==> src/rtl/sparse_index_sequencer.sv <==
// Sparse index sequencer: streams N_IDX real indices interleaved with N_DUMMY
// LFSR-generated dummy indices over valid/ready, as directed by a slot mask.
module sparse_index_sequencer #(
   parameter int unsigned N_IDX   = 8,
   parameter int unsigned N_DUMMY = 8,
   parameter int unsigned IDX_W   = 15,
   parameter int unsigned POLY_N  = 17669
) (
   input  logic                       clk,
   input  logic                       rst,
   input  logic                       load_i,
   input  logic [16*N_IDX-1:0]        idx_pack_i,
   input  logic [15:0]                seed_i,
   input  logic [N_IDX+N_DUMMY-1:0]   mask_i,
   output logic [IDX_W-1:0]           idx_o,
   output logic                       dummy_o,
   output logic                       last_o,
   output logic                       valid_o,
   input  logic                       ready_i,
   output logic                       busy_o,
   output logic                       done_o,
   output logic                       err_o
);

   localparam int unsigned S      = N_IDX + N_DUMMY;
   localparam int unsigned SLOT_W = $clog2(S);
   localparam int unsigned CNT_W  = $clog2(S + 1);
   localparam int unsigned PACK_W = N_IDX * IDX_W;
   localparam int unsigned HI_W   = N_IDX * (16 - IDX_W);

   typedef enum logic {ST_IDLE, ST_RUN} state_t;

   state_t              r_state;
   logic [SLOT_W-1:0]   r_slot;
   logic [CNT_W-1:0]    r_rc;
   logic [CNT_W-1:0]    r_dc;
   logic [15:0]         r_lfsr;
   logic [S-1:0]        r_mask;
   logic [PACK_W-1:0]   r_pack;
   logic [IDX_W-1:0]    r_idx;
   logic                r_dummy;
   logic                r_last;
   logic                r_valid;
   logic                r_busy;
   logic                r_done;
   logic                r_err;

   logic [PACK_W-1:0]   w_in_pack;
   logic [HI_W-1:0]     w_pack_hi;
   logic                w_err_in;
   logic [SLOT_W-1:0]   w_sel_slot;
   logic [CNT_W-1:0]    w_sel_rc;
   logic [CNT_W-1:0]    w_sel_dc;
   logic [15:0]         w_sel_lfsr;
   logic [S-1:0]        w_sel_mask;
   logic [PACK_W-1:0]   w_sel_pack;
   logic [IDX_W-1:0]    w_field;
   logic                w_nx_dummy;
   logic [IDX_W-1:0]    w_nx_idx;
   logic                w_nx_last;
   logic                w_unused;

   function automatic logic [15:0] lfsr_step(input logic [15:0] l);
      lfsr_step = {l[14:0], l[15] ^ l[13] ^ l[12] ^ l[10]};
   endfunction

   // Single conditional subtract suffices because POLY_N > 2^(IDX_W-1).
   function automatic logic [IDX_W-1:0] fold(input logic [15:0] l);
      logic [IDX_W-1:0] d;
      d    = l[IDX_W-1:0];
      fold = (d >= IDX_W'(POLY_N)) ? d - IDX_W'(POLY_N) : d;
   endfunction

   // Next token: slot 0 from the load inputs in IDLE, else the slot after the current one.
   always_comb begin
      w_in_pack = '0;
      w_pack_hi = '0;
      w_err_in  = 1'b0;
      for (int k = 0; k < int'(N_IDX); k++) begin
         w_in_pack[k*IDX_W +: IDX_W]         = idx_pack_i[k*16 +: IDX_W];
         w_pack_hi[k*(16-IDX_W) +: 16-IDX_W] = idx_pack_i[k*16+IDX_W +: 16-IDX_W];
         if (idx_pack_i[k*16 +: IDX_W] >= IDX_W'(POLY_N)) w_err_in = 1'b1;
      end

      if (r_state == ST_IDLE) begin
         w_sel_slot = '0;
         w_sel_rc   = '0;
         w_sel_dc   = '0;
         w_sel_lfsr = (seed_i == 16'h0000) ? 16'hACE1 : seed_i;
         w_sel_mask = mask_i;
         w_sel_pack = w_in_pack;
      end else begin
         w_sel_slot = r_slot + SLOT_W'(1);
         w_sel_rc   = r_rc;
         w_sel_dc   = r_dc;
         w_sel_lfsr = r_dummy ? lfsr_step(r_lfsr) : r_lfsr;
         w_sel_mask = r_mask;
         w_sel_pack = r_pack;
      end

      w_field = '0;
      for (int k = 0; k < int'(N_IDX); k++) begin
         if (w_sel_rc == CNT_W'(k)) w_field = w_sel_pack[k*IDX_W +: IDX_W];
      end

      w_nx_dummy = (w_sel_mask[w_sel_slot] && (w_sel_dc < CNT_W'(N_DUMMY)))
                   || (w_sel_rc == CNT_W'(N_IDX));
      w_nx_idx   = w_nx_dummy ? fold(w_sel_lfsr) : w_field;
      w_nx_last  = (w_sel_slot == SLOT_W'(S - 1));
   end

   assign w_unused = ^{1'b0, w_pack_hi};

   always_ff @(posedge clk or posedge rst) begin
      if (rst) begin
         r_state <= ST_IDLE;
         r_slot  <= '0;
         r_rc    <= '0;
         r_dc    <= '0;
         r_lfsr  <= 16'hACE1;
         r_mask  <= '0;
         r_pack  <= '0;
         r_idx   <= '0;
         r_dummy <= 1'b0;
         r_last  <= 1'b0;
         r_valid <= 1'b0;
         r_busy  <= 1'b0;
         r_done  <= 1'b0;
         r_err   <= 1'b0;
      end else begin
         r_done <= 1'b0;
         case (r_state)
            ST_IDLE: begin
               if (load_i) begin
                  r_state <= ST_RUN;
                  r_mask  <= mask_i;
                  r_pack  <= w_in_pack;
                  r_err   <= w_err_in;
                  r_slot  <= w_sel_slot;
                  r_lfsr  <= w_sel_lfsr;
                  r_rc    <= w_sel_rc + CNT_W'(!w_nx_dummy);
                  r_dc    <= w_sel_dc + CNT_W'(w_nx_dummy);
                  r_idx   <= w_nx_idx;
                  r_dummy <= w_nx_dummy;
                  r_last  <= w_nx_last;
                  r_valid <= 1'b1;
                  r_busy  <= 1'b1;
               end
            end
            ST_RUN: begin
               if (r_valid && ready_i) begin
                  r_lfsr <= w_sel_lfsr;
                  if (r_last) begin
                     r_state <= ST_IDLE;
                     r_idx   <= '0;
                     r_dummy <= 1'b0;
                     r_last  <= 1'b0;
                     r_valid <= 1'b0;
                     r_busy  <= 1'b0;
                     r_done  <= 1'b1;
                  end else begin
                     r_slot  <= w_sel_slot;
                     r_rc    <= w_sel_rc + CNT_W'(!w_nx_dummy);
                     r_dc    <= w_sel_dc + CNT_W'(w_nx_dummy);
                     r_idx   <= w_nx_idx;
                     r_dummy <= w_nx_dummy;
                     r_last  <= w_nx_last;
                  end
               end
            end
            default: r_state <= ST_IDLE;
         endcase
      end
   end

   assign idx_o   = r_idx;
   assign dummy_o = r_dummy;
   assign last_o  = r_last;
   assign valid_o = r_valid;
   assign busy_o  = r_busy;
   assign done_o  = r_done;
   assign err_o   = r_err;

endmodule
==> config.mk <==
export PLATFORM = sky130hd
export DESIGN_NAME = sparse_index_sequencer
export DESIGN_NICKNAME = d
export VERILOG_FILES = /design/src/rtl/sparse_index_sequencer.sv
export SDC_FILE = /design/constraint.sdc
export NUM_CORES = 1
export LEC_CHECK = 0
export BUFFER_PORTS_ARGS = -buffer_cell sky130_fd_sc_hd__buf_4
export CAP_MARGIN = 40
export CORE_ASPECT_RATIO = 0.8
export CORE_UTILIZATION = 40
export CTS_BUF_LIST = sky130_fd_sc_hd__clkbuf_8
export DETAILED_ROUTE_END_ITERATION = 6
export MAX_ROUTING_LAYER = met4
export PLACE_DENSITY = 0.63
export SYNTH_ARGS = -nofsm -noshare
export SYNTH_HDL_FRONTEND = slang
export SYNTH_SLANG_ARGS = --single-unit
export TNS_END_PERCENT = 30
==> constraint.sdc <==
create_clock -name clk -period 15.65 [get_ports clk]
set_input_delay 3.13 -clock clk [delete_from_list [all_inputs] [get_ports clk]]
set_output_delay 3.13 -clock clk [all_outputs]
set_load 0.02 [all_outputs]
# Yosys cells after proc, flatten, opt, wreduce, memory -nomap -nowiden
# Cells that the tools add are included.
# W data, S select, Z words.
# totals
regBits	187
inputBits	164
n_memories	0
mem_bits_ro	0
latchBits	0
ramBits	0
# classes
eq_ne	13
shifts	0
multipliers	0
magnitude_cmp	11
n_div	0
addsub	4
mux	66
bitwise_logic	4
reduce_logical	10
# ops
cell	count
$mux W15	13
$ge A15 B15 Y1 const B	9
$mux W120	1
$mux W16	6
$mux W5	8
$pmux W16 S2	1
$pmux W15 S2	1
$mux W1	24
$eq A5 B3 Y1 const B	4
$pmux W5 S2	2
$logic_not A16 Y1	1
$mux W4	4
$sub A15 B15 Y15 const B	1
$add A5 B1 Y5	2
$eq A5 B2 Y1 const B	2
$pmux W1 S2	4
$pmux W4 S2	1
$reduce_and A3 Y1	2
$eq A5 B1 Y1 const B	1
$eq A5 B4 Y1 const B	1
$logic_not A5 Y1	1
$lt A4 B5 Y1 const B	1
$lt A5 B4 Y1 const B	1
$add A4 B1 Y4 const B	1
other kinds (10)	16

# Longest topological paths before layout
# Gate-level depths: netlist (run 1).
# depth
depth_word	14
depth_mapped	15
depth_no_buf	14

# Worst setup path after synthesis (run 1)
# OpenSTA, ideal clock, no wires.
# synth_path
path_type	input port to flip-flop
start	input port seed_i[2]
end	register r_idx[5], in the netlist idx_o[5]
n_path_buf	2
setup_time_ps	130
path_slack_ps	10492
arrival_ps	5029
cell_stages	12
cell_sequence	nor4_1 -> a41o_1 -> buf_2 -> o21a_1 -> ha_1 -> nand3_1 -> o221ai_2 -> a2bb2oi_2 -> buf_6 -> nor4_4 -> xnor2_1 -> o21ai_1
# synth_via
elab_chain_cells	9
# synth_lines
element	line	text
start, declared	13	input logic [15:0] seed_i,
$logic_not A16 Y1	89	w_sel_lfsr = (seed_i == 16'h0000) ? 16'hACE1 : seed_i;
$mux W16 (*)	89	
$mux W16 (*)	85	if (r_state == ST_IDLE) begin
$sub A15 B15 Y15 / $ge A15 B15 Y1 (equally long branches)	71	fold = (d >= IDX_W'(POLY_N)) ? d - IDX_W'(POLY_N) : d;
$mux W15 (*)	71	
$mux W15 (*)	108	w_nx_idx = w_nx_dummy ? fold(w_sel_lfsr) : w_field;
$mux W15	153	if (r_last) begin
$mux W15	151	if (r_valid && ready_i) begin
$pmux W15 S2 (*)	132	case (r_state)
end signal, assigned	143	r_idx <= w_nx_idx;
end signal, assigned	165	r_idx <= w_nx_idx;
end, declared	40	logic [IDX_W-1:0] r_idx;
# Every way passes the cells marked *; elsewhere a longest branch is shown, timed or not. The select of a mux whose other input is x is not followed.
# A chain may end at the register's enable or synchronous reset.

# Final worst setup path (run 1)
# layout_path
start	input port seed_i[2]
end	register r_idx[12], in the netlist idx_o[12]
# The elaborated chain is that of the path after synthesis.

==> impl_metrics.env, run 1 <==
export IMPL_multi_input_area_mm2=0.00465
export IMPL_slew_headroom_pct=35.7
export IMPL_ys_flop_type="dfrtp_1"
export IMPL_fin_hold_ws_ps=480
export IMPL_avgSynthCellArea_um2=8.22
export IMPL_status="complete, no violations"
export IMPL_yosysUniqueCellTypes=66
export IMPL_yosysSeqAreaShare_pct=48.4
export IMPL_maxCapViolCount=0
export IMPL_wl_met2_um=13000
export IMPL_synth_seq_cells=187
export IMPL_crit_buf_inv=1
export IMPL_cts_resized=0
export IMPL_seqCellArea_mm2=0.00469
export IMPL_first_pass_iters=5
export IMPL_routed_wl_um=29500
export IMPL_detail_route_antenna_nets=0
export IMPL_setup_viol=0
export IMPL_startpoint_type="input pin"
export IMPL_io_pins=185
export IMPL_drc=0
export IMPL_p_leak_nw=5.79
export IMPL_drive_gt1_share_pct=19.3
export IMPL_layout_nets=1493
export IMPL_cp_slowest_stage_delay_ps=540
export IMPL_drt_initial_drc_count=837
export IMPL_die_h_um=141
export IMPL_grt_use_total_pct=25.1
export IMPL_placementRows=50
export IMPL_synthCells=1179
export IMPL_route_met3_wl_um=1970
export IMPL_vias=8748
export IMPL_grt_pass1_vias=8192
export IMPL_rsz0062_at_grt="false"
export IMPL_cts_root_buf="clkbuf_8"
export IMPL_antenna_cells=0
export IMPL_crit_chain="buf_4 > nor4_1 > a41o_1 > o21a_1 > ha_1 > nand3_1 > o221ai_2 > a2bb2oi_2 > a2111oi_2 > xor2_1 > o21ai_1"
export IMPL_start_util_pct=41.1
export IMPL_numPortBuffers=176
export IMPL_critical_path_class="input pin to register"
export IMPL_clkTransAtPathRegs_ps=110
export IMPL_syn_nets=1350
export IMPL_grt_antenna_before_repair=0
export IMPL_overflow=0
export IMPL_cts_tree="done"
export IMPL_vdd_drop_max_mv=0.0943
export IMPL_worst_path_max_delay_cell="a41o_1"
export IMPL_period_needed_ps=5320
export IMPL_synth_warning_count=0
export IMPL_post_cts_setup_buffers=0
export IMPL_r2r_cells=13
export IMPL_die_x_um=176
export IMPL_crit_family="compound AO/OA/AOI/OAI gates"
export IMPL_highest_layer="met4"
export IMPL_htreeDepth=4
export IMPL_endpoint_kind="register"
export IMPL_hold_viol_final=0
export IMPL_via_per_inst=5.31
export IMPL_post_dp_hpwl_um=21400
export IMPL_syn_cell_area_mm2=0.00969
export IMPL_fin_ws_ps=10330
export IMPL_cts_sinks=187
export IMPL_report_final_slew_viol_count=0
export IMPL_min_path_cells=2
export IMPL_tns_ps=0
export IMPL_grt_max_degree=90
export IMPL_insertion_delay_ps=480
export IMPL_grt_pass1_wl_um=46200
export IMPL_holdCritPathClass="register to register"
export IMPL_required_ps=16000
export IMPL_crit_path_max_fanout=14
export IMPL_dp_slack_ps=9860
export IMPL_worst_path_stages=11
export IMPL_die_area_mm2=0.0249
export IMPL_p_per_area_mw_per_mm2=169
export IMPL_arrival_ps=5670
export IMPL_synth_edf_count=0
export IMPL_fill_cells=2313
export IMPL_core_mm2=0.0236
export IMPL_ctsHoldBuffers=0
export IMPL_timing_final_crit_share_pct=34.0
export IMPL_worst_pin_slew_ps=952
export IMPL_cts_max_path_buffers=2
export IMPL_cts_buffers=17
export IMPL_gp_congestion=0.882
export IMPL_fmaxAchievable_mhz=188
export IMPL_met1Wirelength_um=14400
export IMPL_postLayoutCoreUtil_pct=49.7
export IMPL_area_delta_synth_final_pct=21.0
export IMPL_skew_ps=16.2
export IMPL_drt_wirelength_per_cell_um=17.9
export IMPL_async_flop_share_pct=100
==> power by group <==
group | internal (mW) | switching [mW]
registers | 0.693 | 0.148
clock network | 0.166 | 0.191
logic | 0.321 | 0.465
total | 1.18 | 0.804
==> state kept, by name (all words and copies together), names as in the netlist, 4 cells and up <==
register / count
idx_o: 15
r_dc: 5
r_lfsr: 16
r_mask: 16
r_pack: 120
r_rc: 5
r_slot: 4
==> per-stage QoR <==
stage / cells / cell area (µm²) / total power [mW]
after floorplan: 1179 / 9690 / 1.39
after global placement: 1611 / 11200 / 1.61
after detailed placement: 1615 / 11300 / 1.63
after global routing: 1647 / 11700 / 2.13
after CTS: 1647 / 11700 / 1.99
final: 1647 / 11700 / 1.98
==> kinds of logic (layout without fill, tap and decap cells) <==
logic type	Yosys count	after routing	synth area share [%]
buf+inv	91	247	3.95
mux	38	38	4.30
compound gates	226	226	14.8
fa+ha+maj	7	7	0.904
simple gates	612	612	26.0
xor+xnor	18	18	1.63
flops	187	187	48.4
==> area by class of cell <==
cell class	instances	share of cell area, %
tap	312	3.33
multi-input combinational	901	39.6
clock buffer	18	2.11
clock inverter	14	1.56
sequential	187	40.0
timing repair buffer	191	12.5
inverter	24	0.811
==> Yosys cell counts, types with 2 or more instances <==
master / count / share of area (%)
o41ai_1: 4 / 0.36
mux4_2: 2 / 0.46
nand4_1: 2 / 0.13
buf_2: 12 / 0.62
dfstp_2: 8 / 2.2
nor2_1: 41 / 1.6
nor2b_1: 10 / 0.65
a31oi_1: 5 / 0.32
o21ai_0: 80 / 4.1
mux2_2: 9 / 1.0
dfrtp_1: 179 / 46
xnor2_1: 10 / 0.90
nor3_1: 22 / 1.1
a222oi_1: 3 / 0.31
a21o_1: 6 / 0.46
xor2_1: 8 / 0.72
nand2b_1: 6 / 0.39
ha_1: 7 / 0.90
a221oi_1: 13 / 1.2
o22ai_1: 14 / 0.90
o21a_1: 6 / 0.46
buf_4: 5 / 0.39
nand3_1: 27 / 1.4
nor4_1: 12 / 0.77
o221ai_1: 7 / 0.63
nand2_1: 472 / 18
mux2i_1: 27 / 2.8
a22oi_1: 20 / 1.5
a21oi_1: 44 / 2.3
and2_1: 4 / 0.26
and3_1: 3 / 0.19
buf_1: 4 / 0.15
inv_1: 24 / 0.93
nor3_2: 3 / 0.31
clkbuf_1: 45 / 1.7
o21ai_1: 5 / 0.26
==> worst min-delay path, delay by kind of cell (launching register included) <==
kind / cells / cell delay, ps
and+or+nand+nor: 2 / 100
DFF: 1 / 360
==> metal layers <==
| metal | GRT usage (%) | vias to the layer above |
|---|---|---|
| met5 | - | - |
| met1 | 37.6 | 4185 |
| met4 | 4.71 | 0 |
| met3 | 4.02 | 13 |
| met2 | 35.6 | 286 |
| li1 | - | 4264 |
==> cells in the final DEF (no fill, tap or decap), types with 8 or more instances in the layout <==
| cell | synthesis | final |
|---|---|---|
| nand2_1 | 472 | 471 |
| buf_4 | 5 | 188 |
| dfrtp_1 | 179 | 178 |
| o21ai_0 | 80 | 80 |
| a21oi_1 | 44 | 44 |
| nor2_1 | 41 | 41 |
| mux2i_1 | 27 | 27 |
| nand3_1 | 27 | 27 |
| inv_1 | 24 | 24 |
| nor3_1 | 22 | 22 |
| a22oi_1 | 20 | 20 |
| clkbuf_8 | 0 | 18 |
| o22ai_1 | 14 | 14 |
| a221oi_1 | 13 | 13 |
| nor4_1 | 12 | 12 |
| xnor2_1 | 10 | 10 |
| mux2_2 | 9 | 9 |
| nor2b_1 | 10 | 9 |
| xor2_1 | 8 | 8 |
| dfstp_2 | 8 | 8 |
==> final timing paths <==
check                             end  startpoint  slack, ps
max                         idx_o[12]   seed_i[2]      10330
min                        r_pack[32]  r_pack[32]        480
max reg2reg                   r_rc[4]   r_slot[0]      12180
min reg2reg                r_pack[32]  r_pack[32]        480
max in group asynchronous  r_pack[58]         rst      12130
min in group asynchronous  r_pack[64]         rst       2600
Note: power is estimated with default switching activity, not from simulation.
==> run 2, diff against run 1 <==
--- a/config.mk
+++ b/config.mk
@@ -5,6 +5,7 @@
 export SDC_FILE = /design/constraint.sdc
 export NUM_CORES = 1
 export LEC_CHECK = 0
+export ABC_AREA = 1
 export BUFFER_PORTS_ARGS = -buffer_cell sky130_fd_sc_hd__buf_4
 export CAP_MARGIN = 40
 export CORE_ASPECT_RATIO = 0.8
@@ -12,7 +13,7 @@
 export CTS_BUF_LIST = sky130_fd_sc_hd__clkbuf_8
 export DETAILED_ROUTE_END_ITERATION = 6
 export MAX_ROUTING_LAYER = met4
-export PLACE_DENSITY = 0.63
+export PLACE_DENSITY = 0.64
 export SYNTH_ARGS = -nofsm -noshare
 export SYNTH_HDL_FRONTEND = slang
 export SYNTH_SLANG_ARGS = --single-unit
==> constraint.sdc (replaced) <==
create_clock -name clk -period 4.8 [get_ports clk]
set_input_delay 0.96 -clock clk [delete_from_list [all_inputs] [get_ports clk]]
set_output_delay 0.96 -clock clk [all_outputs]
set_load 0.02 [all_outputs]
==> run 2 against run 1 <==
  * Area after synthesis grew 17%
  * Sequential power grew to 3.3 times the previous value
  * Final cell count grew 25%
  * Highest routed layer unchanged
  * Register-to-register slack lost 11000 ps
  * Synthesized cell count grew 33%
  * Critical endpoint is now idx_o[14]
  * Via count grew 24%
==> impl_metrics.env, run 2 <==
export IMPL_drt_initial_drc_count=1126
export IMPL_drt_wirelength_per_cell_um=16.5
export IMPL_period_needed_ps=3340
export IMPL_fill_cells=2763
export IMPL_synth_compound_gate_area_share_pct=17.4
export IMPL_maxCapViolCount=0
export IMPL_grt_antenna_before_repair=0
export IMPL_yosysSeqAreaShare_pct=41.5
export IMPL_yosys_area_share_simple_pct=27.7
export IMPL_wl_met2_um=14500
export IMPL_syn_nets=1738
export IMPL_crit_path_max_fanout=66
export IMPL_startpoint_type="register"
export IMPL_ctsHoldBuffers=0
export IMPL_route_met3_wl_um=2380
export IMPL_htreeDepth=4
export IMPL_grt_pass1_vias=9985
export IMPL_post_dp_hpwl_um=25000
export IMPL_registers_top_by_ff_count="r_pack"
export IMPL_arrival_ps=3720
export IMPL_rsz0062_at_grt="false"
export IMPL_yosys_area_top_type="dfrtp_1"
export IMPL_dp_slack_ps=1340
export IMPL_clkTransAtPathRegs_ps=100
export IMPL_avgSynthCellArea_um2=7.21
export IMPL_synth_top_family_by_area="simple AND/OR/NAND/NOR gates"
export IMPL_die_area_mm2=0.0289
export IMPL_post_cts_setup_buffers=0
export IMPL_mostFrequentLayoutCells="nand2_1 (492), o21ai_0 (205), buf_4 (180)"
export IMPL_cts_max_path_buffers=2
export IMPL_first_pass_iters=5
export IMPL_cts_resized=0
export IMPL_start_util_pct=41.1
export IMPL_largest_reg_flops=120
export IMPL_synth_fa_ha_area_share_pct=0.775
export IMPL_die_x_um=190
export IMPL_core_mm2=0.0275
export IMPL_cts_root_buf="clkbuf_8"
export IMPL_fin_ws_ps=1460
export IMPL_slew_headroom_pct=34.6
export IMPL_drive_gt1_share_pct=18.6
export IMPL_detail_route_antenna_nets=0
export IMPL_highest_layer="met4"
export IMPL_gp_congestion=0.928
export IMPL_synthTopCellsByArea="dfrtp_1 (40%), nand2_1 (16%), o21ai_0 (9.1%)"
export IMPL_p_leak_nw=6.55
export IMPL_grt_pass1_wl_um=54500
export IMPL_required_ps=5180
export IMPL_seqCellArea_mm2=0.00469
export IMPL_synth_edf_count=0
export IMPL_multi_input_area_mm2=0.00552
export IMPL_via_per_inst=5.24
export IMPL_status="complete, no violations"
export IMPL_syn_cell_area_mm2=0.0113
export IMPL_cts_sinks=187
export IMPL_grt_use_total_pct=24.7
export IMPL_met1Wirelength_um=17000
export IMPL_final_common_cell="nand2_1"
export IMPL_skew_ps=16.8
export IMPL_worst_pin_slew_ps=981
export IMPL_synth_common_cells="nand2_1 (493), o21ai_0 (205), dfrtp_1 (179)"
export IMPL_critical_path_class="register to register"
export IMPL_async_flop_share_pct=100
export IMPL_placementRows=54
export IMPL_setup_viol=0
export IMPL_tns_ps=0
export IMPL_cts_buffers=17
export IMPL_hold_viol_final=0
export IMPL_antenna_cells=0
export IMPL_vdd_drop_max_mv=0.261
export IMPL_insertion_delay_ps=480
export IMPL_fin_hold_ws_ps=383
export IMPL_fmaxAchievable_mhz=299
export IMPL_endpoint_kind="register"
export IMPL_drc=0
export IMPL_p_per_area_mw_per_mm2=581
export IMPL_overflow=0
export IMPL_synth_xor_area_share_pct=0.388
export IMPL_grt_max_degree=248
export IMPL_synth_most_common_cell="nand2_1"
export IMPL_die_h_um=152
export IMPL_report_final_slew_viol_count=0
export IMPL_routed_wl_um=34100
export IMPL_layout_nets=1859
export IMPL_timing_final_crit_share_pct=69.6
export IMPL_vias=10814
export IMPL_yosysTopAreaCellShare_pct=39.6
export IMPL_synth_seq_cells=187
export IMPL_numPortBuffers=176
export IMPL_synth_mux_area_share_pct=2.59
export IMPL_yosysUniqueCellTypes=47
export IMPL_holdCritPathClass="input pin to async pin"
export IMPL_synthCells=1567
export IMPL_ys_flop_type="dfrtp_1"
export IMPL_io_pins=185
export IMPL_area_delta_synth_final_pct=16.5
export IMPL_synth_warning_count=0
export IMPL_cts_tree="done"
export IMPL_reg_largest_list="r_pack x120, r_lfsr x16, r_mask x16"
-- run 2: cell types whose count changed in the layout (fill, tap and decap cells not counted), sizes merged, moves of 13 or more --
cell / change
mux2i: -27
o211ai: +49
o21ai: +137
nand3: +34
mux2: +17
nand2: +37
nand4: +32
nor2: +54
or2: +13
inv: +146
a22oi: -20
a221oi: -14
-- run 2: critical path, stage by stage, from the launching register on --
cell	delay [ps]
dfrtp_4	540
buf_4	570
nand3_1	140
o21ai_1	200
inv_1	140
ha_1	250
o21ai_0	510
inv_1	120
nand2_1	140
nand2_1	60
nand2_1	100
nand2_1	70
nand2_1	60
nand2_1	40
nand2_1	60
nand2_1	50
nand2_1	90
nand2_1	70
-- run 2: worst paths after layout --
kind	start	endpoint	slack [ps]	depth (start not counted)
max	r_state	idx_o[14]	1460	17
max reg2reg	r_state	idx_o[14]	1460	17
min in group clk	r_pack[58]	r_pack[58]	480	2
max in group asynchronous	rst	r_state	3630	3
min	rst	r_pack[49]	380	2
min reg2reg	r_pack[58]	r_pack[58]	480	2
-- run 2: cell type report --
class,instances,share of cell area [%]
sequential,187,35.6
tap,364,3.46
timing repair buffer,185,11.1
clock buffer,19,1.99
inverter,177,5.11
multi-input combinational,1120,41.9
clock inverter,11,0.798
-- run 2: stage by stage --
stage / utilization (%) / total power [mW] / instances / cell area, µm²
after floorplan: - / 5.46 / 1567 / 11300
after global placement: 46.4 / 6.46 / 2031 / 12800
after detailed placement: 46.6 / 6.59 / 2033 / 12800
after CTS: 47.9 / 7.66 / 2063 / 13200
after global routing: 47.9 / 8.33 / 2063 / 13200
final: 47.9 / 7.65 / 2063 / 13200
-- run 2: report_power, final --
part           switching (mW)  internal [mW]
registers               0.444           2.33
clock network           0.578          0.475
logic                    2.49           1.34
-- run 2: cell families after synthesis --
logic type | Yosys count
xor gates and xnor gates | 5
buffers and inverters | 260
DFF | 187
AOI/OAI and AO/OA | 345
muxes | 26
and+or+nand+nor | 737
adders and majority gates | 7
-- run 2: routing by layer --
metal  global-route usage (%)  up-vias
met5                        -        -
met4                     4.49        0
met3                     4.77       18
met2                     34.1      379
met1                     37.2     5078
li1                         -     5339
